## src/rtl/key_event_encoder.sv

```systemverilog
// Turns hps_io PS/2 key events into ASCII / VT100 byte sequences and queues
// them in a first-word-fall-through FIFO for the console receive path.
module key_event_encoder #(
  parameter int FIFO_DEPTH = 8
) (
  input  logic        clk_sys,
  input  logic        reset,
  input  logic [10:0] ps2_key,
  output logic [7:0]  out_data,
  output logic        out_valid,
  input  logic        out_ready,
  output logic        caps_lock,
  output logic        overflow
);

  localparam int AW = $clog2(FIFO_DEPTH);
  localparam int CW = AW + 1;

  localparam logic [1:0] ST_IDLE  = 2'd0;
  localparam logic [1:0] ST_EMIT0 = 2'd1;
  localparam logic [1:0] ST_EMIT1 = 2'd2;
  localparam logic [1:0] ST_EMIT2 = 2'd3;

  // Lowercase / unshifted ASCII for a non-extended set-2 code, 0 if unmapped.
  function automatic logic [7:0] lower_char(input logic [7:0] code);
    case (code)
      8'h1C: lower_char = 8'h61;  8'h32: lower_char = 8'h62;
      8'h21: lower_char = 8'h63;  8'h23: lower_char = 8'h64;
      8'h24: lower_char = 8'h65;  8'h2B: lower_char = 8'h66;
      8'h34: lower_char = 8'h67;  8'h33: lower_char = 8'h68;
      8'h43: lower_char = 8'h69;  8'h3B: lower_char = 8'h6A;
      8'h42: lower_char = 8'h6B;  8'h4B: lower_char = 8'h6C;
      8'h3A: lower_char = 8'h6D;  8'h31: lower_char = 8'h6E;
      8'h44: lower_char = 8'h6F;  8'h4D: lower_char = 8'h70;
      8'h15: lower_char = 8'h71;  8'h2D: lower_char = 8'h72;
      8'h1B: lower_char = 8'h73;  8'h2C: lower_char = 8'h74;
      8'h3C: lower_char = 8'h75;  8'h2A: lower_char = 8'h76;
      8'h1D: lower_char = 8'h77;  8'h22: lower_char = 8'h78;
      8'h35: lower_char = 8'h79;  8'h1A: lower_char = 8'h7A;
      8'h45: lower_char = 8'h30;  8'h16: lower_char = 8'h31;
      8'h1E: lower_char = 8'h32;  8'h26: lower_char = 8'h33;
      8'h25: lower_char = 8'h34;  8'h2E: lower_char = 8'h35;
      8'h36: lower_char = 8'h36;  8'h3D: lower_char = 8'h37;
      8'h3E: lower_char = 8'h38;  8'h46: lower_char = 8'h39;
      8'h29: lower_char = 8'h20;  8'h5A: lower_char = 8'h0D;
      8'h66: lower_char = 8'h08;  8'h0D: lower_char = 8'h09;
      8'h76: lower_char = 8'h1B;
      default: lower_char = 8'h00;
    endcase
  endfunction

  // US-layout symbol on a shifted digit key.
  function automatic logic [7:0] shift_digit(input logic [7:0] ch);
    case (ch)
      8'h31: shift_digit = 8'h21;  8'h32: shift_digit = 8'h40;
      8'h33: shift_digit = 8'h23;  8'h34: shift_digit = 8'h24;
      8'h35: shift_digit = 8'h25;  8'h36: shift_digit = 8'h5E;
      8'h37: shift_digit = 8'h26;  8'h38: shift_digit = 8'h2A;
      8'h39: shift_digit = 8'h28;  8'h30: shift_digit = 8'h29;
      default: shift_digit = ch;
    endcase
  endfunction

  logic          armed_q, tog_q, ev_valid_q;
  logic [9:0]    ev_key_q;
  logic          pend_valid_q, pend_valid_d;
  logic [9:0]    pend_key_q, pend_key_d;
  logic          lshift_q, lshift_d, rshift_q, rshift_d;
  logic          ctrl_q, ctrl_d, caps_q, caps_d, ovf_q, ovf_d;
  logic [1:0]    state_q, state_d, len_q, len_d;
  logic [7:0]    b0_q, b0_d, b1_q, b1_d, b2_q, b2_d;
  logic [AW-1:0] wr_ptr_q, wr_ptr_d, rd_ptr_q, rd_ptr_d, rd_next_s;
  logic [CW-1:0] count_q, count_d, free_s;
  logic [7:0]    odata_q, odata_d;
  logic          ovalid_q, ovalid_d;
  logic [7:0]    mem_q [FIFO_DEPTH];

  logic          ev_s, idle_s, dec_valid_s, shift_s, fits_s;
  logic          dec_pr_s, dec_ext_s;
  logic [7:0]    dec_code_s, ch_s;
  logic [9:0]    dec_key_s;
  logic [1:0]    seq_len_s;
  logic [7:0]    seq_b0_s, seq_b1_s, seq_b2_s, push_data_s;
  logic          push_s, pop_s, drop_pend_s, drop_seq_s;

  // The first cycle after reset only samples the toggle so a held strobe is not an event.
  assign ev_s        = armed_q & (ps2_key[10] != tog_q);
  assign idle_s      = (state_q == ST_IDLE);
  assign dec_valid_s = idle_s & (pend_valid_q | ev_valid_q);
  assign dec_key_s   = pend_valid_q ? pend_key_q : ev_key_q;
  assign dec_pr_s    = dec_key_s[9];
  assign dec_ext_s   = dec_key_s[8];
  assign dec_code_s  = dec_key_s[7:0];
  assign shift_s     = lshift_q | rshift_q;
  assign ch_s        = lower_char(dec_code_s);
  assign free_s      = CW'(FIFO_DEPTH) - count_q;
  assign fits_s      = (CW'(seq_len_s) <= free_s);
  assign pop_s       = ovalid_q & out_ready;
  assign rd_next_s   = rd_ptr_q + AW'(1);

  // Decode: modifier/caps updates and the byte sequence for one key event.
  always_comb begin
    seq_len_s = 2'd0;
    seq_b0_s  = 8'h00;
    seq_b1_s  = 8'h00;
    seq_b2_s  = 8'h00;
    lshift_d  = lshift_q;
    rshift_d  = rshift_q;
    ctrl_d    = ctrl_q;
    caps_d    = caps_q;
    if (!dec_valid_s) begin
      seq_len_s = 2'd0;
    end else if (!dec_ext_s && dec_code_s == 8'h12) begin
      lshift_d = dec_pr_s;
    end else if (!dec_ext_s && dec_code_s == 8'h59) begin
      rshift_d = dec_pr_s;
    end else if (dec_code_s == 8'h14) begin
      ctrl_d = dec_pr_s;
    end else if (!dec_ext_s && dec_code_s == 8'h58) begin
      caps_d = caps_q ^ dec_pr_s;
    end else if (dec_pr_s && dec_ext_s) begin
      seq_b0_s = 8'h1B;
      seq_b1_s = 8'h5B;
      case (dec_code_s)
        8'h75:   begin seq_len_s = 2'd3; seq_b2_s = 8'h41; end
        8'h72:   begin seq_len_s = 2'd3; seq_b2_s = 8'h42; end
        8'h74:   begin seq_len_s = 2'd3; seq_b2_s = 8'h43; end
        8'h6B:   begin seq_len_s = 2'd3; seq_b2_s = 8'h44; end
        default: begin seq_len_s = 2'd0; seq_b2_s = 8'h00; end
      endcase
    end else if (dec_pr_s && !dec_ext_s && ch_s != 8'h00) begin
      seq_len_s = 2'd1;
      if (ch_s >= 8'h61 && ch_s <= 8'h7A) begin
        if (ctrl_q) begin
          seq_b0_s = ch_s & 8'h1F;
        end else if (shift_s ^ caps_q) begin
          seq_b0_s = ch_s & 8'hDF;
        end else begin
          seq_b0_s = ch_s;
        end
      end else if (ch_s >= 8'h30 && ch_s <= 8'h39 && shift_s) begin
        seq_b0_s = shift_digit(ch_s);
      end else begin
        seq_b0_s = ch_s;
      end
    end else begin
      seq_len_s = 2'd0;
    end
  end

  // One-entry pending slot for events arriving while the emitter is busy.
  always_comb begin
    pend_valid_d = pend_valid_q;
    pend_key_d   = pend_key_q;
    drop_pend_s  = 1'b0;
    if (idle_s) begin
      pend_valid_d = pend_valid_q & ev_valid_q;
      pend_key_d   = ev_valid_q ? ev_key_q : pend_key_q;
    end else if (ev_valid_q) begin
      if (pend_valid_q) begin
        drop_pend_s = 1'b1;
      end else begin
        pend_valid_d = 1'b1;
        pend_key_d   = ev_key_q;
      end
    end else begin
      pend_valid_d = pend_valid_q;
    end
  end

  // Emitter: sequences are accepted whole or dropped whole.
  always_comb begin
    state_d     = state_q;
    len_d       = len_q;
    b0_d        = b0_q;
    b1_d        = b1_q;
    b2_d        = b2_q;
    drop_seq_s  = 1'b0;
    push_s      = 1'b0;
    push_data_s = 8'h00;
    case (state_q)
      ST_IDLE: begin
        if (dec_valid_s && seq_len_s != 2'd0) begin
          if (fits_s) begin
            state_d = ST_EMIT0;
            len_d   = seq_len_s;
            b0_d    = seq_b0_s;
            b1_d    = seq_b1_s;
            b2_d    = seq_b2_s;
          end else begin
            drop_seq_s = 1'b1;
          end
        end else begin
          state_d = ST_IDLE;
        end
      end
      ST_EMIT0: begin
        push_s      = 1'b1;
        push_data_s = b0_q;
        state_d     = (len_q > 2'd1) ? ST_EMIT1 : ST_IDLE;
      end
      ST_EMIT1: begin
        push_s      = 1'b1;
        push_data_s = b1_q;
        state_d     = (len_q > 2'd2) ? ST_EMIT2 : ST_IDLE;
      end
      ST_EMIT2: begin
        push_s      = 1'b1;
        push_data_s = b2_q;
        state_d     = ST_IDLE;
      end
      default: state_d = ST_IDLE;
    endcase
  end

  assign ovf_d = ovf_q | drop_pend_s | drop_seq_s;

  // FIFO bookkeeping; the head byte is kept in a register so outputs are registered.
  always_comb begin
    count_d  = count_q + CW'(push_s) - CW'(pop_s);
    wr_ptr_d = push_s ? (wr_ptr_q + AW'(1)) : wr_ptr_q;
    rd_ptr_d = pop_s ? rd_next_s : rd_ptr_q;
    ovalid_d = (count_d != '0);
    if (count_d == '0) begin
      odata_d = 8'h00;
    end else if (count_q == '0 || (pop_s && count_q == CW'(1))) begin
      odata_d = push_data_s;
    end else if (pop_s) begin
      odata_d = mem_q[rd_next_s];
    end else begin
      odata_d = odata_q;
    end
  end

  // FIFO storage.
  always_ff @(posedge clk_sys) begin
    if (push_s) begin
      mem_q[wr_ptr_q] <= push_data_s;
    end
  end

  // Control and datapath registers.
  always_ff @(posedge clk_sys or posedge reset) begin
    if (reset) begin
      armed_q      <= 1'b0;
      tog_q        <= 1'b0;
      ev_valid_q   <= 1'b0;
      ev_key_q     <= 10'd0;
      pend_valid_q <= 1'b0;
      pend_key_q   <= 10'd0;
      lshift_q     <= 1'b0;
      rshift_q     <= 1'b0;
      ctrl_q       <= 1'b0;
      caps_q       <= 1'b0;
      ovf_q        <= 1'b0;
      state_q      <= ST_IDLE;
      len_q        <= 2'd0;
      b0_q         <= 8'h00;
      b1_q         <= 8'h00;
      b2_q         <= 8'h00;
      wr_ptr_q     <= '0;
      rd_ptr_q     <= '0;
      count_q      <= '0;
      odata_q      <= 8'h00;
      ovalid_q     <= 1'b0;
    end else begin
      armed_q      <= 1'b1;
      tog_q        <= ps2_key[10];
      ev_valid_q   <= ev_s;
      ev_key_q     <= ps2_key[9:0];
      pend_valid_q <= pend_valid_d;
      pend_key_q   <= pend_key_d;
      lshift_q     <= lshift_d;
      rshift_q     <= rshift_d;
      ctrl_q       <= ctrl_d;
      caps_q       <= caps_d;
      ovf_q        <= ovf_d;
      state_q      <= state_d;
      len_q        <= len_d;
      b0_q         <= b0_d;
      b1_q         <= b1_d;
      b2_q         <= b2_d;
      wr_ptr_q     <= wr_ptr_d;
      rd_ptr_q     <= rd_ptr_d;
      count_q      <= count_d;
      odata_q      <= odata_d;
      ovalid_q     <= ovalid_d;
    end
  end

  assign out_data  = odata_q;
  assign out_valid = ovalid_q;
  assign caps_lock = caps_q;
  assign overflow  = ovf_q;

endmodule

```

## config.mk

```make
export PLATFORM = sky130hd
export DESIGN_NAME = key_event_encoder
export DESIGN_NICKNAME = d
export VERILOG_FILES = /design/src/rtl/key_event_encoder.sv
export SDC_FILE = /design/constraint.sdc
export NUM_CORES = 1
export LEC_CHECK = 0
export BUFFER_PORTS_ARGS = -buffer_cell sky130_fd_sc_hd__buf_2
export CORE_AREA = 2 2 131 133
export DETAILED_ROUTE_END_ITERATION = 10
export DIE_AREA = 0 0 133 135
export PLACE_DENSITY = 0.61
export SLEW_MARGIN = 20
export SYNTH_ARGS = -nofsm -noshare
export SYNTH_HDL_FRONTEND = slang
export SYNTH_SLANG_ARGS = --single-unit
```

## constraint.sdc

```tcl
create_clock -name clk_sys -period 12.15 [get_ports clk_sys]
set_clock_uncertainty 0.1 [all_clocks]
set_input_delay 0.6075 -clock clk_sys [delete_from_list [all_inputs] [get_ports clk_sys]]
set_output_delay 0.6075 -clock clk_sys [all_outputs]
set_load 0.02 [all_outputs]
```

# Word level (Yosys, flattened, before mapping)
# Memories as Yosys holds them, arrays and structs flattened.
# Index checks and enable logic that the tools add are counted.
[classes]
n_addsub = 5
n_mul = 0
n_div = 0
n_lt_le_gt_ge = 7
eq_ne = 24
shifts = 0
muxes = 58
n_bitwise = 13
reduce_logical = 28
[ops]
columns = ["op", "count"]
rows = [
  ["$mux 8", 14],
  ["$mux 7", 12],
  ["$eq 8x6->1 const B", 10],
  ["$pmux 8 s10", 1],
  ["$eq 8x7->1 const B", 6],
  ["$mux 10", 4],
  ["$pmux 7 s4", 1],
  ["$pmux 8 s3", 1],
  ["$mux 2", 11],
  ["$eq 8x5->1 const B", 2],
  ["$mux 1", 12],
  ["$logic_and 1x1->1", 11],
  ["$ge 8x6->1 const B", 1],
  ["$ge 8x7->1 const B", 1],
  ["$le 8x6->1 const B", 1],
  ["$le 8x7->1 const B", 1],
  ["$logic_not 4->1", 2],
  ["$pmux 2 s4", 1],
  ["$reduce_bool 8->1", 1],
  ["$add 3x1->3 const B", 2],
  ["$mux 6", 1],
  ["$reduce_and 3->1", 2],
  ["$reduce_and 5->1", 1],
  ["$add 4x1->4", 1],
  ["24 further kinds", 35],
]
[totals]
reg_bits = 76
latchBits = 0
ramBits = 64
mem_bits_ro = 896
in_bits = 14
output_inout_bits = 11
word_cells = 158
memories = 2
[mem_list]
columns = ["memory", "depth", "width", "read_ports", "rd_clocked_by_memory_dff", "write_ports", "line_no", "source"]
rows = [
  ["(name not given)", 128, 7, 1, 0, 0, "26", "case (code)"],
  ["mem_q", 8, 8, 1, 0, 1, "76", "logic [7:0] mem_q [FIFO_DEPTH];"],
]

# Logic depth before layout (Yosys ltp)
# An unclocked memory read counts as a cell.
[logic_depth]
ltp_word = 17
mapped_depth = 27
depth_no_buf = 22

# Least setup slack after synthesis
# Ideal clock, no wire load.
[synth_timing]
path_type = "flip-flop to flip-flop"
start = "register pend_valid_q"
end = "register b2_q[0]"
setup_ns = 0.125
arrival_time_ns = 5.260
required_ns = 11.925
slack_ns = 6.665
path_stages_with_launch = 24
cell_sequence = "dfrtp_1 buf_6 buf_6 buf_2 inv_2 a21boi_0 ha_1 mux2_2 o211ai_1 o211ai_1 a41oi_1 nand4_1 o21ai_1 o22ai_1 inv_1 ha_1 nand2_1 o21ai_0 a2111oi_0 or3_4 nand4b_1 o21a_2 buf_6 mux2_4"
[synth_between]
elab_chain_len = 15
word_cells_on_any_way = 41
classes_between = "order compare: 1; eq/ne: 8; mux: 17; bitwise: 2; reduce/logical: 12; memory: 1"
[synth_rtl]
columns = ["item", "line_no", "source"]
rows = [
  ["start, declared", "66", "logic pend_valid_q, pend_valid_d;"],
  ["start signal, assigned", "271", "pend_valid_q <= pend_valid_d;"],
  ["branches (longest 15 deep; another with $mem_v2 128x7)", "-", ""],
  ["end signal, assigned", "260", "b2_q <= 8'h00;"],
  ["end signal, assigned", "282", "b2_q <= b2_d;"],
  ["end, declared", "71", "logic [7:0] b0_q, b0_d, b1_q, b1_d, b2_q, b2_d;"],
]
# Parallel ways; which one is timed is not known.
# A chain may end at the register's enable or synchronous reset.

# Worst setup path in the final report
[layout_timing]
start = "register pend_valid_q"
end = "register b2_q[2]"
# The elaborated chain is that of the path after synthesis.

==> results.yml <==
clock_network:
  clockRootBuffer: "clkbuf_16"
  cts-resized-gates: 0
  cts_sinks: 118
  h-tree-depth: 4
  cts_buffer_depth: 2
  clkTransAtPathRegs_ns: 0.06
  ctsHoldBuffers: 0
  cts_tree: "built"
  cts-buffers-inserted: 17
  cts_setup_buffers: 0
  clkLatencyLatePin_ns: 0.42
critical_path:
  worstPathMaxFanout: 50
  critPathKind: "flip-flop to flip-flop"
  crit_family: "compound AO/OA/AOI/OAI gates"
  crit_chain: "buf_4 -> inv_2 -> a21boi_0 -> ha_1 -> mux2_2 -> o211ai_1 -> o211ai_1 -> a41oi_1 -> nand4_1 -> o21ai_1 -> o22ai_1 -> inv_1 -> ha_1 -> inv_1 -> a21oi_1 -> a2111oi_0 -> buf_4 -> or3_4 -> a2111oi_2 -> o21a_2 -> mux2_2"
  cp-end-kind: "flip-flop"
  worstPathRequired_ns: 12.35
  worstSetupStartpointType: "flip-flop"
  critPathSlowestCell: "a41oi_1"
  cp_num_buf_inv: 5
  arrival_ns: 6.37
  critPathMaxStageDelay_ns: 0.56
power:
  ir_drop_mv: 0.137
  p_leak_nw: 2.86
  p_per_area_mw_per_mm2: 197
synthesis:
  synth_top_area_cell: "edfxtp_1"
  async_flop_share: 0.525
  syn_inst: 569
  yosysTopAreaCellShare: 0.259
  synth_edf_count: 56
  synth_area_mm2: 0.00648
  yosys-top-cells-area: "edfxtp_1 26%, dfrtp_1 24%, mux4_2 4.9%"
  synth_fp_nets: 603
  synth_ff_type: "dfrtp_1"
  synth_cell_types: 73
  ys_seq_elements: 118
  syn_area_per_cell_um2: 11.4
  yosysSeqAreaShare: 0.499
  ys_warn_count: 0
routing:
  finalWirelength_um: 15600
  routedWlPerCell_um: 18.9
  detail_route.iter0.violations: 289
  vias: 4656
  ant_nets: 0
  drtPass1Iterations: 5
  routed_via_density: 5.64
  drc: 0
cells_and_area:
  area_growth_pct: 14.4
  drive_above_1_share: 0.195
  diodes: 0
  regArea_mm2: 0.00323
  fill_cells: 1516
  num-nets-final: 627
  multi_input_area_mm2: 0.00302
global_routing:
  antenna_found_initial: 0
  met2_usage: 0.307
  busiest_layer: "met2"
  track_usage: 0.183
  grt_use_met3: 0.0364
  grt_first_pass_wirelength_um: 25300
  grt_max_degree: 63
  first_global_vias: 4645
  grt_util_met1: 0.238
  grt_overflow_total: 0
timing:
  timing.fmax_ghz: 0.162
  holdWs_ns: 0.186
  finalSetupViolCount: 0
  max-slew-margin-rel: 0.316
  rsz0062_at_grt: "false"
  tightest_slew_ns: 1.02
  hold_violations: 0
  setup_tns_ns: 0
  slew_viol_final: 0
  period_share: 0.509
  fin_crit_ns: 6.18
floorplanning:
  start_util: 0.395
  die_w_um: 133
  rows: 47
  io_pins: 25
  fp.coreArea_mm2: 0.0164
  die_h_um: 135
  die-area_mm2: 0.0180
place:
  gp_congestion: 0.929
  port_buffers: 23
  hpwlAfterDp_um: 11500
run_status:
  outcome: "finished, final reports clean"
flow_run:
  cap_violations: 0
hold_path:
  hp-class: "primary input to flip-flop"
[worst register-to-register path, stage by stage, from the launching register on]
cell and delay [ns]:
dfrtp_1 0.35, buf_4 0.45, inv_2 0.21, a21boi_0 0.46, ha_1 0.42, mux2_2 0.29, o211ai_1 0.25, o211ai_1 0.17
a41oi_1 0.56, nand4_1 0.23, o21ai_1 0.28, o22ai_1 0.13, inv_1 0.08, ha_1 0.13, inv_1 0.04, a21oi_1 0.12
a2111oi_0 0.08, buf_4 0.17, or3_4 0.42, a2111oi_2 0.37, o21a_2 0.36, mux2_2 0.38
[synthesized netlist by cell type (14+ instances only)]
cell	n
dfrtp_1	62
edfxtp_1	56
nand2_1	46
nor2_1	36
a21oi_1	28
inv_1	28
mux2_2	20
ha_1	19
mux2i_1	17
o21ai_0	17
clkbuf_1	16
mux4_2	14
[path summary, 6_finish.rpt]
path                              start           end  slack (ns)  depth (start not counted)
max in group asynchronous         reset   rd_ptr_q[0]       11.07                          3
setup / recovery           pend_valid_q       b2_q[2]        5.97                         21
setup reg to reg           pend_valid_q       b2_q[2]        5.97                         21
min in group asynchronous         reset  pend_valid_q        0.32                          3
hold reg to reg                 armed_q    ev_valid_q        0.35                          1
hold / removal               ps2_key[1]   ev_key_q[1]        0.19                          1
[placed cells by master, fill, tap and decap left out, types with 5 or more instances in the layout]
master and count:
nor3_1 9, buf_2 23, xor2_1 5, o21a_1 6
mux4_2 14, o211ai_1 11, o21ai_0 17, mux2i_1 17
buf_4 8, clkinvlp_4 5, a21oi_1 28, nand3_1 9
clkbuf_16 17, nand2b_1 12, o21ai_1 7, nor2b_1 12
xnor2_1 7, a211oi_1 12, edfxtp_1 56, a31oi_1 7
inv_1 27, ha_1 19, a21o_1 6, dfrtp_1 61
o22ai_1 5, nand2_1 46, o22a_1 5, nor2_1 36
mux2_2 20
[metal layers]
metal / part of all wire / up-vias
li1: - / 2182
met1: 0.45 / 2334
met2: 0.50 / 114
met3: 0.037 / 26
met4: 0.016 / 0
met5: 0 / -
[through the flow]
step                      setup slack [ns]  instance area, µm²  total power [mW]   util  cells
after floorplan                       6.67                6480             0.841      -    569
after global placement                6.23                6810             0.945  0.415    794
after detailed placement              6.09                6810             0.957  0.415    794
after CTS                             6.07                7410              1.47  0.451    826
after global routing                  5.57                7420              1.54  0.452    826
final                                 5.97                7420              1.46  0.452    826
[logic make-up after synthesis]
kind of cell               share of synthesized area
and+or+nand+nor                                0.130
AOI/OAI and AO/OA                              0.156
DFF                                            0.499
buffers and inverters                         0.0380
muxes                                          0.120
adders and majority gates                     0.0398
xor gates and xnor gates                      0.0162
other                                        0.00116
[area by class of cell]
| cell class | instances | area share |
|---|---|---|
| clock buffers | 18 | 0.0579 |
| clock inverters | 14 | 0.0233 |
| inverters | 30 | 0.0152 |
| multi-input cells | 395 | 0.407 |
| flip-flops and latches | 118 | 0.436 |
| well taps | 220 | 0.0371 |
| repair buffers | 31 | 0.0236 |
[power breakdown]
part           switching, mW  internal (mW)
combinational          0.226          0.186
clock                  0.186          0.324
sequential            0.0634          0.473
total                  0.475          0.983
[registers in the layout, indices dropped and copies added, names as in the netlist, 2 cells and up]
register / flops
out_data: 7
wr_ptr_q: 3
b0_q: 7
state_q: 2
mem_q: 56
rd_ptr_q: 3
b2_q: 3
ev_key_q: 10
pend_key_q: 10
count_q: 4
len_q: 2
Note: power is estimated with default switching activity, not from simulation.
